[config.mk]
export PLATFORM = sky130hd
export DESIGN_NAME = int_ctrl_6801
export DESIGN_NICKNAME = d
export VERILOG_FILES = /design/src/rtl/int_ctrl_6801.sv
export SDC_FILE = /design/constraint.sdc
export NUM_CORES = 1
export LEC_CHECK = 0
export CAP_MARGIN = 25
export CORE_UTILIZATION = 30
export CTS_CLUSTER_SIZE = 24
export DETAILED_ROUTE_END_ITERATION = 12
export PLACE_DENSITY_LB_ADDON = 0.3
export RECOVER_POWER = 100
export SETUP_SLACK_MARGIN = 0.5
export SYNTH_ARGS = -nofsm -noshare
export SYNTH_HDL_FRONTEND = slang
export SYNTH_SLANG_ARGS = --single-unit
[constraint.sdc]
create_clock -name clk -period 3.4 [get_ports clk]
set_clock_uncertainty 0.15 [all_clocks]
set_input_delay 0.68 -clock clk [delete_from_list [all_inputs] [get_ports clk]]
set_output_delay 0.68 -clock clk [all_outputs]
set_load 0.01 [all_outputs]
[src/rtl/int_ctrl_6801.sv]
// Interrupt request arbiter for the 6801 core: synchronises NMI/IRQ, latches
// edge/pulse sources, applies I-mask and fixed priority, issues a one-shot vector.
//
// state   | meaning
// IDLE    | waiting for a poll; int_pending reflects unmasked requests
// ISSUE   | iv_ctrl carries the winning vector for one un-held cycle
// SERVICE | vector fetch in progress; waiting for ack to retire the source
module int_ctrl_6801 (
    input  logic       clk,
    input  logic       rst,
    input  logic       hold,
    input  logic       nmi_n,
    input  logic       irq_n,
    input  logic       icf_req,
    input  logic       ocf_req,
    input  logic       tof_req,
    input  logic       sci_req,
    input  logic       swi,
    input  logic       i_mask,
    input  logic       poll,
    input  logic       ack,
    output logic [3:0] iv_ctrl,
    output logic       int_pending
);

    localparam logic [3:0] latch_iv = 4'd0;
    localparam logic [3:0] reset_iv = 4'd1;
    localparam logic [3:0] nmi_iv   = 4'd2;
    localparam logic [3:0] swi_iv   = 4'd3;
    localparam logic [3:0] irq_iv   = 4'd4;
    localparam logic [3:0] icf_iv   = 4'd5;
    localparam logic [3:0] ocf_iv   = 4'd6;
    localparam logic [3:0] tof_iv   = 4'd7;
    localparam logic [3:0] sci_iv   = 4'd8;

    typedef enum logic [1:0] {IDLE, ISSUE, SERVICE} state_t;

    state_t     state, state_nxt;
    logic [3:0] iv_nxt, svc, svc_nxt, winner;
    logic       ack_pend, ack_pend_nxt;
    logic       nmi_s1, nmi_s2, nmi_s3, nmi_edge;
    logic       irq_s1, irq_s2, irq;
    logic       nmi_lat, swi_lat, rst_flag;
    logic       any_req, clr_svc;
    logic       clr_rst, clr_nmi, clr_swi;

    assign nmi_edge = nmi_s3 & ~nmi_s2;
    assign irq      = ~irq_s2;

    always_comb begin
        winner = latch_iv;
        if (rst_flag)                 winner = reset_iv;
        else if (nmi_lat)             winner = nmi_iv;
        else if (swi_lat)             winner = swi_iv;
        else if (!i_mask && irq)      winner = irq_iv;
        else if (!i_mask && icf_req)  winner = icf_iv;
        else if (!i_mask && ocf_req)  winner = ocf_iv;
        else if (!i_mask && tof_req)  winner = tof_iv;
        else if (!i_mask && sci_req)  winner = sci_iv;
    end

    assign any_req = rst_flag | nmi_lat | swi_lat |
                     (~i_mask & (irq | icf_req | ocf_req | tof_req | sci_req));

    always_comb begin
        state_nxt    = state;
        iv_nxt       = iv_ctrl;
        svc_nxt      = svc;
        ack_pend_nxt = 1'b0;
        clr_svc      = 1'b0;
        int_pending  = 1'b0;
        case (state)
            IDLE: begin
                int_pending = any_req;
                if (poll && any_req) begin
                    iv_nxt    = winner;
                    svc_nxt   = winner;
                    state_nxt = ISSUE;
                end
            end
            ISSUE: begin
                iv_nxt       = latch_iv;
                ack_pend_nxt = ack;
                state_nxt    = SERVICE;
            end
            SERVICE: begin
                if (ack || ack_pend) begin
                    clr_svc   = 1'b1;
                    state_nxt = IDLE;
                end
            end
            default: state_nxt = IDLE;
        endcase
    end

    // Latch clears only take effect on an un-held cycle
    assign clr_rst = clr_svc & ~hold & (svc == reset_iv);
    assign clr_nmi = clr_svc & ~hold & (svc == nmi_iv);
    assign clr_swi = clr_svc & ~hold & (svc == swi_iv);

    always_ff @(posedge clk or posedge rst) begin
        if (rst) begin
            state    <= IDLE;
            iv_ctrl  <= latch_iv;
            svc      <= reset_iv;
            ack_pend <= 1'b0;
            rst_flag <= 1'b1;
            swi_lat  <= 1'b0;
        end else if (!hold) begin
            state    <= state_nxt;
            iv_ctrl  <= iv_nxt;
            svc      <= svc_nxt;
            ack_pend <= ack_pend_nxt;
            rst_flag <= rst_flag & ~clr_rst;
            swi_lat  <= swi | (swi_lat & ~clr_swi);
        end
    end

    // Synchronisers and the NMI set path run regardless of hold
    always_ff @(posedge clk or posedge rst) begin
        if (rst) begin
            nmi_s1  <= 1'b1;
            nmi_s2  <= 1'b1;
            nmi_s3  <= 1'b1;
            irq_s1  <= 1'b1;
            irq_s2  <= 1'b1;
            nmi_lat <= 1'b0;
        end else begin
            nmi_s1  <= nmi_n;
            nmi_s2  <= nmi_s1;
            nmi_s3  <= nmi_s2;
            irq_s1  <= irq_n;
            irq_s2  <= irq_s1;
            nmi_lat <= nmi_edge | (nmi_lat & ~clr_nmi);
        end
    end

endmodule

# Yosys cells after proc, flatten, opt, wreduce, memory -nomap -nowiden
# Index checks and enable logic that the tools add are counted.
dict set report classes {
  muxes 17
  n_reduce_logical 13
  eq_ne 7
  bitwise_logic 25
}
# cell n
set op_table {}
lappend op_table {{$mux 4} 9}
lappend op_table {{$and 1x1->1} 9}
lappend op_table {{$or 1x1->1} 9}
lappend op_table {{$reduce_and 3->1} 3}
lappend op_table {{$eq 4x2->1 const B} 2}
lappend op_table {{$pmux 4 s2} 1}
lappend op_table {{$not 1->1} 7}
lappend op_table {{$logic_and 1x1->1} 6}
lappend op_table {{$pmux 2 s3} 1}
lappend op_table {{$eq 4x1->1 const B} 1}
lappend op_table {{$mux 1} 4}
lappend op_table {{$mux 2} 2}
lappend op_table {{$ne 2x2->1 const B} 2}
lappend op_table {{$eq 2x1->1 const B} 1}
lappend op_table {{$eq 2x2->1 const B} 1}
lappend op_table {{$logic_not 2->1} 1}
lappend op_table {{$reduce_bool 2->1} 1}
lappend op_table {{$logic_not 1->1} 1}
lappend op_table {{$logic_or 1x1->1} 1}
dict set report word_totals {
  reg_bits 19
  in_bits 13
  output_inout_bits 5
  wordCells 74
}

# Longest topological paths before layout
# Gate-level depths: netlist of the first run.
dict set report depth {
  word_depth 12
  mapped_depth 5
  ltp_nobuf 4
}

# Worst setup path after synthesis of the first run
# No wires, ideal clock.
dict set report synth_path {
  path_type {input to output}
  start {input port i_mask}
  end {output port int_pending}
  required_time_ps 2570
  slack_ps 1309
  stages 3
  arrival_time_ps 1261
  path_buffers 0
  path_cell_list {o21bai_1 -> o211a_1 -> nor3_1}
}
dict set report synth_via {
  elab_chain_len 4
}
# element line_no
set synth_rtl {}
lappend synth_rtl {{start, declared} 19} ;# input logic i_mask,
lappend synth_rtl {{$not 1->1} 63} ;# (~i_mask & (irq | icf_req | ocf_req | tof_req | sci_req));
lappend synth_rtl {{$and 1x1->1} 63}
lappend synth_rtl {{$or 1x1->1} 62} ;# assign any_req = rst_flag | nmi_lat | swi_lat |
lappend synth_rtl {{$mux 1} 72} ;# case (state)
lappend synth_rtl {{end, declared} 23} ;# output logic int_pending
# Every way passes these cells.

# Worst setup path after layout of the first run
dict set report layout_path {
  start {input port ocf_req}
  end {output port int_pending}
}
dict set report layout_via {
  elab_chain_len 6
}
# element line_no
set layout_rtl {}
lappend layout_rtl {{start, declared} 15} ;# input logic ocf_req,
lappend layout_rtl {{$or 1x1->1 (3 in series)} 63}
lappend layout_rtl {{$and 1x1->1} 63}
lappend layout_rtl {{$or 1x1->1} 62}
lappend layout_rtl {{$mux 1} 72}
# Every way passes these cells.

==> flow_metrics.env, run 1 <==
export IMPL_status="completed"
export IMPL_die_area_sq_um=3200
export IMPL_min_path_type="reg2reg"
export IMPL_synth_top_cells_by_area="dfrtp_1 (34%), dfstp_2 (21%), a22o_1 (2.9%)"
export IMPL_p_sw_share_pct=30.8
export IMPL_synth_async_reset_ratio_pct=100
export IMPL_viasPerCell=5.12
export IMPL_antenna_found_initial=0
export IMPL_synth_cell_type_count=35
export IMPL_root_buffer="clkbuf_4"
export IMPL_critPathCaptureType="output port"
export IMPL_cts_tree="yes"
export IMPL_start_util_pct=32.1
export IMPL_floorplan_die_width_um=56.6
export IMPL_area_delta_synth_final_pct=23.4
export IMPL_grt_start_max_net_pins=20
export IMPL_p_clk_share_pct=20.2
export IMPL_synth_flop_cell="dfrtp_1"
export IMPL_rows=19
export IMPL_grt_usage_pct=12.2
export IMPL_cp_max_fo=4
export IMPL_max_slew_margin_rel_pct=52.6
export IMPL_yosys_top_cells_count="dfrtp_1 (12), dfstp_2 (7), inv_1 (6), nand2_1 (6), o21ai_0 (4)"
export IMPL_critPathLaunchType="input port"
export IMPL_worst_pin_slew_ns=0.710
export IMPL_seqPwrFrac_pct=55.2
export IMPL_dr_pass1_iters=4
export IMPL_path_depth=5
export IMPL_leakage_nw=0.501
export IMPL_fp_dieH_um=56.6
export IMPL_largestRegisters="iv_ctrl: 4 flops, svc: 4 flops, state: 2 flops"
export IMPL_power_density_nw_per_um2=500
export IMPL_synth_most_common_cell="dfrtp_1"
export IMPL_synth_enable_flop_cells=0
export IMPL_rsz0062_at_grt="false"
export IMPL_grt_pass1_wl_um=2970
export IMPL_layout_min_cycle_time_ns=2.77
export IMPL_avgRoutedWirePerCell_um=13.6
export IMPL_crit_type="in2out"
export IMPL_fin_setup_tns_ns=0
export IMPL_p_int_w=0.000381
export IMPL_switchingPower_w=0.000170
export IMPL_fin_crit_sh_pct=81.4
export IMPL_setup_viol=0
export IMPL_final_util_pct=39.6
export IMPL_final_hold_violation_count=0
export IMPL_combPwrFrac_pct=24.6
export IMPL_reg2reg_depth=3
export IMPL_cts_sinks=19
export IMPL_crit_slowest_cell="dlygate4sd3_1"
export IMPL_insertion_delay_ns=0.29
export IMPL_place_congestion=0.758
export IMPL_ios=18
export IMPL_worstPathArrival_ns=1.94
export IMPL_syn_area_sq_um=893
export IMPL_ir_drop_uv=272
export IMPL_fmax_mhz=361
export IMPL_port_buffers=17
export IMPL_cap_violations=0
export IMPL_syn_avg_cell_area_sq_um=11.3
export IMPL_critPathBufInv=2
export IMPL_yosysSeqAreaShare_pct=54.2
export IMPL_final_nets=112
export IMPL_whs_path_depth=0
export IMPL_clk_pin_slew_ns=0.10
export IMPL_crit_chain="dlygate4sd3_1 -> nor3b_2 -> o211a_1 -> nor3_1 -> clkbuf_2"
export IMPL_dpl_cell_area_sq_um=1090
export IMPL_grt_pass1_vias=648
export IMPL_synth_nets=92
export IMPL_drive_above_1_share_pct=16.3
export IMPL_holdBufCountCts=0
export IMPL_register_area_sq_um=484
export IMPL_nFillCells=264
export IMPL_cp_top_family="buffers and inverters"
export IMPL_crit_required_ns=2.57
export IMPL_via_count=660
export IMPL_coreArea_sq_um=2780
export IMPL_dpl_hpwl_um=1290
export IMPL_clockBufferDepth=2
export IMPL_ys_warn_count=0
export IMPL_routed_wl_um=1750
export IMPL_syn_inst=79
export IMPL_synth_top_area_cell="dfrtp_1"
export IMPL_synth_top_area_share_pct=33.6
export IMPL_synth_seq_cells=19
export IMPL_final_max_slew_violation_count=0
export IMPL_drc=0
export IMPL_first_iter_violations=24
export IMPL_cts_buffers=3
export IMPL_ant_nets=0
export IMPL_multi_input_area_sq_um=362
export IMPL_antenna_cells=0
export IMPL_cts_setup_buffers=0
export IMPL_cts_max_level=1
export IMPL_design_area_sq_um=1100
export IMPL_slowest_delay_ns=0.62
export IMPL_grt_ovfl_total=0
-- final timing paths --
path                                      start                endpoint  slack [ns]
min                            irq_s1$_DFF_PP1_        irq_s2$_DFF_PP1_        0.21
min reg2reg                    irq_s1$_DFF_PP1_        irq_s2$_DFF_PP1_        0.21
min in group asynchronous                   rst  iv_ctrl[1]$_DFFE_PP0P_        0.77
max in group asynchronous                   rst    state[0]$_DFFE_PP0P_        1.88
max reg2reg                state[1]$_DFFE_PP0P_      svc[3]$_DFFE_PP0P_        1.55
max                                     ocf_req             int_pending        0.63
-- per-layer routing --
metal	GRT usage (%)	share of wire [%]
met5	0	0
met2	18.0	44
met1	16.3	49
met3	3.00	5.6
met4	6.97	0.74
-- repair_timing --
action / CTS / global route
cloned: 0 / 0
resized for setup: 2 / 4
setup endpoints to repair: 1 / 1
pin swaps: 0 / 1
-- power by group through the flow --
stage	clock network [W]	registers, W	logic (W)
floorplan	0	0.000299	0.0000942
global placement	0	0.000309	0.000149
detailed placement	0	0.000309	0.000151
CTS	0.000119	0.000305	0.000148
global route	0.000127	0.000310	0.000152
finish	0.000111	0.000304	0.000136
-- kinds of logic (layout without fill, tap and decap cells) --
kind of cell,count (synthesis),count (layout),synth area share (%)
AOI/OAI and AO/OA,19,19,16.1
muxes,4,4,4.76
DFF,19,19,54.2
and+or+nand+nor,29,29,20.7
buffers and inverters,8,27,4.20
-- metrics by stage --
step	std cells	hold WS [ns]	setup WS, ns	total power [W]
finish	129	0.211	0.631	0.000551
global route	129	0.217	0.522	0.000588
CTS	129	0.214	0.524	0.000573
detailed placement	125	0.197	0.257	0.000460
global placement	125	0.196	0.252	0.000458
floorplan	79	0.195	1.31	0.000393
-- placed cells by master (no fill, tap or decap) --
master            n
a211o_1           1
a21o_1            1
a21oi_1           1
a22o_1            3
a311oi_1          1
and4b_1           1
clkbuf_2          1
clkbuf_4          3
clkdlybuf4s50_1   6
clkinv_2          1
dfrtp_1          12
dfstp_2           7
dlygate4sd3_1     9
dlymetal6s2s_1    1
inv_1             6
mux2_2            2
mux2i_1           2
nand2_1           6
nand2b_1          1
nand3_1           1
nand3b_1          1
nor2_1            4
nor2b_1           2
nor3_1            5
nor3b_1           2
nor3b_2           1
nor4b_1           1
o211a_1           1
o21a_1            1
o21ai_0           5
o21bai_1          1
o22ai_2           1
o2bb2ai_1         2
o31ai_1           1
or3_1             1
or3b_1            1
or4b_1            2
-- cell type report --
cell class	instances	area share (%)
flip-flops and latches	19	43.9
multi-input cells	52	32.8
repair buffers	17	15.2
well taps	31	3.52
clock buffers	3	2.04
inverters	6	2.04
clock inverters	1	0.454
Note: power is estimated with default switching activity, not from simulation.
==> run 2, diff against run 1 <==
==> constraint.sdc (replaced) <==
create_clock -name clk -period 2.5 [get_ports clk]
set_clock_uncertainty 0.15 [all_clocks]
set_input_delay 0.5 -clock clk [delete_from_list [all_inputs] [get_ports clk]]
set_output_delay 0.5 -clock clk [all_outputs]
set_load 0.01 [all_outputs]
==> run 2 against run 1 <==
  * First-iteration DRC count decreased by 83%
  * Largest cell class unchanged
  * Clock power rose by 34%
  * Via count rose by 5.3%
  * Combinational power rose by 38%
  * Core utilization up 1.5 points
  * Routed wire length grew 2.5%
  * Largest power group unchanged
  * Setup slack got worse by 0.33 ns
  * Register-to-register slack got worse by 0.98 ns
  * Count of clock-buffer cells in the layout stayed put
  * Critical path depth shrank 1
==> flow_metrics.env, run 2 (synthesized netlist as in run 1, its figures left out) <==
export IMPL_status="completed"
export IMPL_grt_start_max_net_pins=20
export IMPL_setup_worst_path_start="irq_s2$_DFF_PP1_"
export IMPL_insertion_delay_ns=0.29
export IMPL_cts_tree="yes"
export IMPL_root_buffer="clkbuf_4"
export IMPL_cts_setup_buffers=0
export IMPL_cts_sinks=19
export IMPL_placedCellCount=132
export IMPL_cap_violations=0
export IMPL_critPathLaunchType="register"
export IMPL_rsz0062_at_grt="true"
export IMPL_die_area_sq_um=3200
export IMPL_final_nets=119
export IMPL_grt_pass1_wl_um=3150
export IMPL_via_count=695
export IMPL_drive_above_1_share_pct=21.0
export IMPL_floorplan_die_width_um=56.6
export IMPL_slowest_delay_ns=0.57
export IMPL_ios=18
export IMPL_crit_required_ns=1.85
export IMPL_critPathBufInv=1
export IMPL_routed_wl_um=1800
export IMPL_crit_slowest_cell="dfstp_1"
export IMPL_first_iter_violations=4
export IMPL_path_depth=4
export IMPL_dpl_cell_area_sq_um=1140
export IMPL_antenna_found_initial=0
export IMPL_viasPerCell=5.11
export IMPL_clk_pin_slew_ns=0.10
export IMPL_coreArea_sq_um=2780
export IMPL_cts_max_level=1
export IMPL_layout_common_cells="dfrtp_1 (12), dlygate4sd3_1 (9), buf_4 (7)"
export IMPL_antenna_cells=0
export IMPL_critPathCaptureType="output port"
export IMPL_cp_endpoint="int_pending"
export IMPL_fin_crit_sh_pct=88.1
export IMPL_rr_startpoint="irq_s2$_DFF_PP1_"
export IMPL_rows=19
export IMPL_power_density_nw_per_um2=658
export IMPL_setup_viol=0
export IMPL_dpl_hpwl_um=1350
export IMPL_port_buffers=17
export IMPL_holdBufCountCts=0
export IMPL_nFillCells=276
export IMPL_clockBufferDepth=2
export IMPL_min_path_type="reg2reg"
export IMPL_place_congestion=0.794
export IMPL_ir_drop_uv=430
export IMPL_final_max_slew_violation_count=0
export IMPL_largestRegisters="iv_ctrl: 4 flops, svc: 4 flops, state: 2 flops"
export IMPL_ant_nets=0
export IMPL_final_common_cell="dfrtp_1"
export IMPL_layout_min_cycle_time_ns=2.20
export IMPL_cts_buffers=3
export IMPL_final_hold_violation_count=0
export IMPL_crit_type="reg2out"
export IMPL_avgRoutedWirePerCell_um=13.2
export IMPL_max_slew_margin_rel_pct=53.8
export IMPL_area_delta_synth_final_pct=28.0
export IMPL_dr_pass1_iters=5
export IMPL_cp_max_fo=4
export IMPL_grt_usage_pct=12.9
export IMPL_fmax_mhz=454
export IMPL_r2r_end="svc[3]$_DFFE_PP0P_"
export IMPL_crit_chain="nor3b_1 -> o211a_1 -> nor3_2 -> buf_2"
export IMPL_drc=0
export IMPL_leakage_nw=0.530
export IMPL_setup_reg_to_reg_worst_slack_ns=0.57
export IMPL_finalNonFillerCells=136
export IMPL_cp_top_family="flip-flops"
export IMPL_grt_pass1_vias=687
export IMPL_start_util_pct=32.1
export IMPL_grt_ovfl_total=0
export IMPL_fp_dieH_um=56.6
export IMPL_design_area_sq_um=1140
export IMPL_worst_pin_slew_ns=0.693
export IMPL_worstPathArrival_ns=1.55
export IMPL_reg2reg_depth=5
-- run 2: cell count changes in the layout (fill, tap and decap cells not counted), sizes merged --
cell and delta:
clkdlybuf4s50 -5, dlygate4sd2 +6, buf +8, dlymetal6s2s -1, clkbuf -1
-- run 2: cell type report --
type                    instances  area, sq um  area share, %
flip-flops and latches         19          484           42.3
inverters                       6         22.5           1.97
repair buffers                 24          210           18.4
well taps                      31         38.8           3.39
clock buffers                   3         22.5           1.97
clock inverters                 1         5.00          0.438
multi-input cells              52          360           31.5
-- run 2: how the worst min path moves through the flow --
stage / from / endpoint / depth (start not counted)
floorplan: irq_s1$_DFF_PP1_ / irq_s2$_DFF_PP1_ / 0
global placement: nmi_s1$_DFF_PP1_ / nmi_s2$_DFF_PP1_ / 0
detailed placement: nmi_s1$_DFF_PP1_ / nmi_s2$_DFF_PP1_ / 0
CTS: nmi_s1$_DFF_PP1_ / nmi_s2$_DFF_PP1_ / 0
global route: nmi_s1$_DFF_PP1_ / nmi_s2$_DFF_PP1_ / 0
finish: nmi_s1$_DFF_PP1_ / nmi_s2$_DFF_PP1_ / 0
-- run 2: where the power goes --
group / switching, W / internal [W]
Sequential: 0.0000528 / 0.000363
Clock: 0.0000893 / 0.0000595
Combinational: 0.0000894 / 0.0000985
-- run 2: worst register-to-register path, delay by kind of cell, from the launching register on --
family | cells | cell delay, ns
buffers and inverters | 1 | 0.15
DFF | 1 | 0.40
muxes | 1 | 0.38
AOI/OAI and AO/OA | 1 | 0.24
and+or+nand+nor | 2 | 0.51
-- run 2: per-stage QoR --
stage                     setup WS [ns]  util, %  power (W)  setup TNS [ns]  hold WS [ns]
after floorplan                   0.688        -   0.000534               0         0.195
after global placement           -0.203     41.0   0.000629          -0.203         0.196
after detailed placement         -0.197     41.0   0.000632          -0.197         0.199
after CTS                         0.382     42.1   0.000782               0         0.215
after global routing              0.177     41.1   0.000805               0         0.217
final                             0.297     41.1   0.000753               0         0.214
-- run 2: what timing repair did --
| item | 4_1_cts | 5_1_grt |
|---|---|---|
| pin swaps | 2 | 0 |
| setup endpoints to repair | 11 | 1 |
| gates resized for setup | 13 | 1 |
-- run 2: per-layer routing --
metal	share of wire [%]	vias to the layer above	track usage, %	routed length, um
li1	-	342	-	-
met4	1.4	0	6.27	25
met3	4.2	4	2.07	76
met2	43	20	18.8	770
met1	51	329	18.4	923
met5	0	-	0	0
==> run 3, diff against run 2 <==
--- a/config.mk
+++ b/config.mk
@@ -9,6 +9,7 @@
 export CORE_UTILIZATION = 30
 export CTS_CLUSTER_SIZE = 24
 export DETAILED_ROUTE_END_ITERATION = 12
+export HOLD_SLACK_MARGIN = 0.08
 export PLACE_DENSITY_LB_ADDON = 0.3
 export RECOVER_POWER = 100
 export SETUP_SLACK_MARGIN = 0.5
==> results of run 3 <==
Final layout, timing and power as in run 2 (identical DEF).
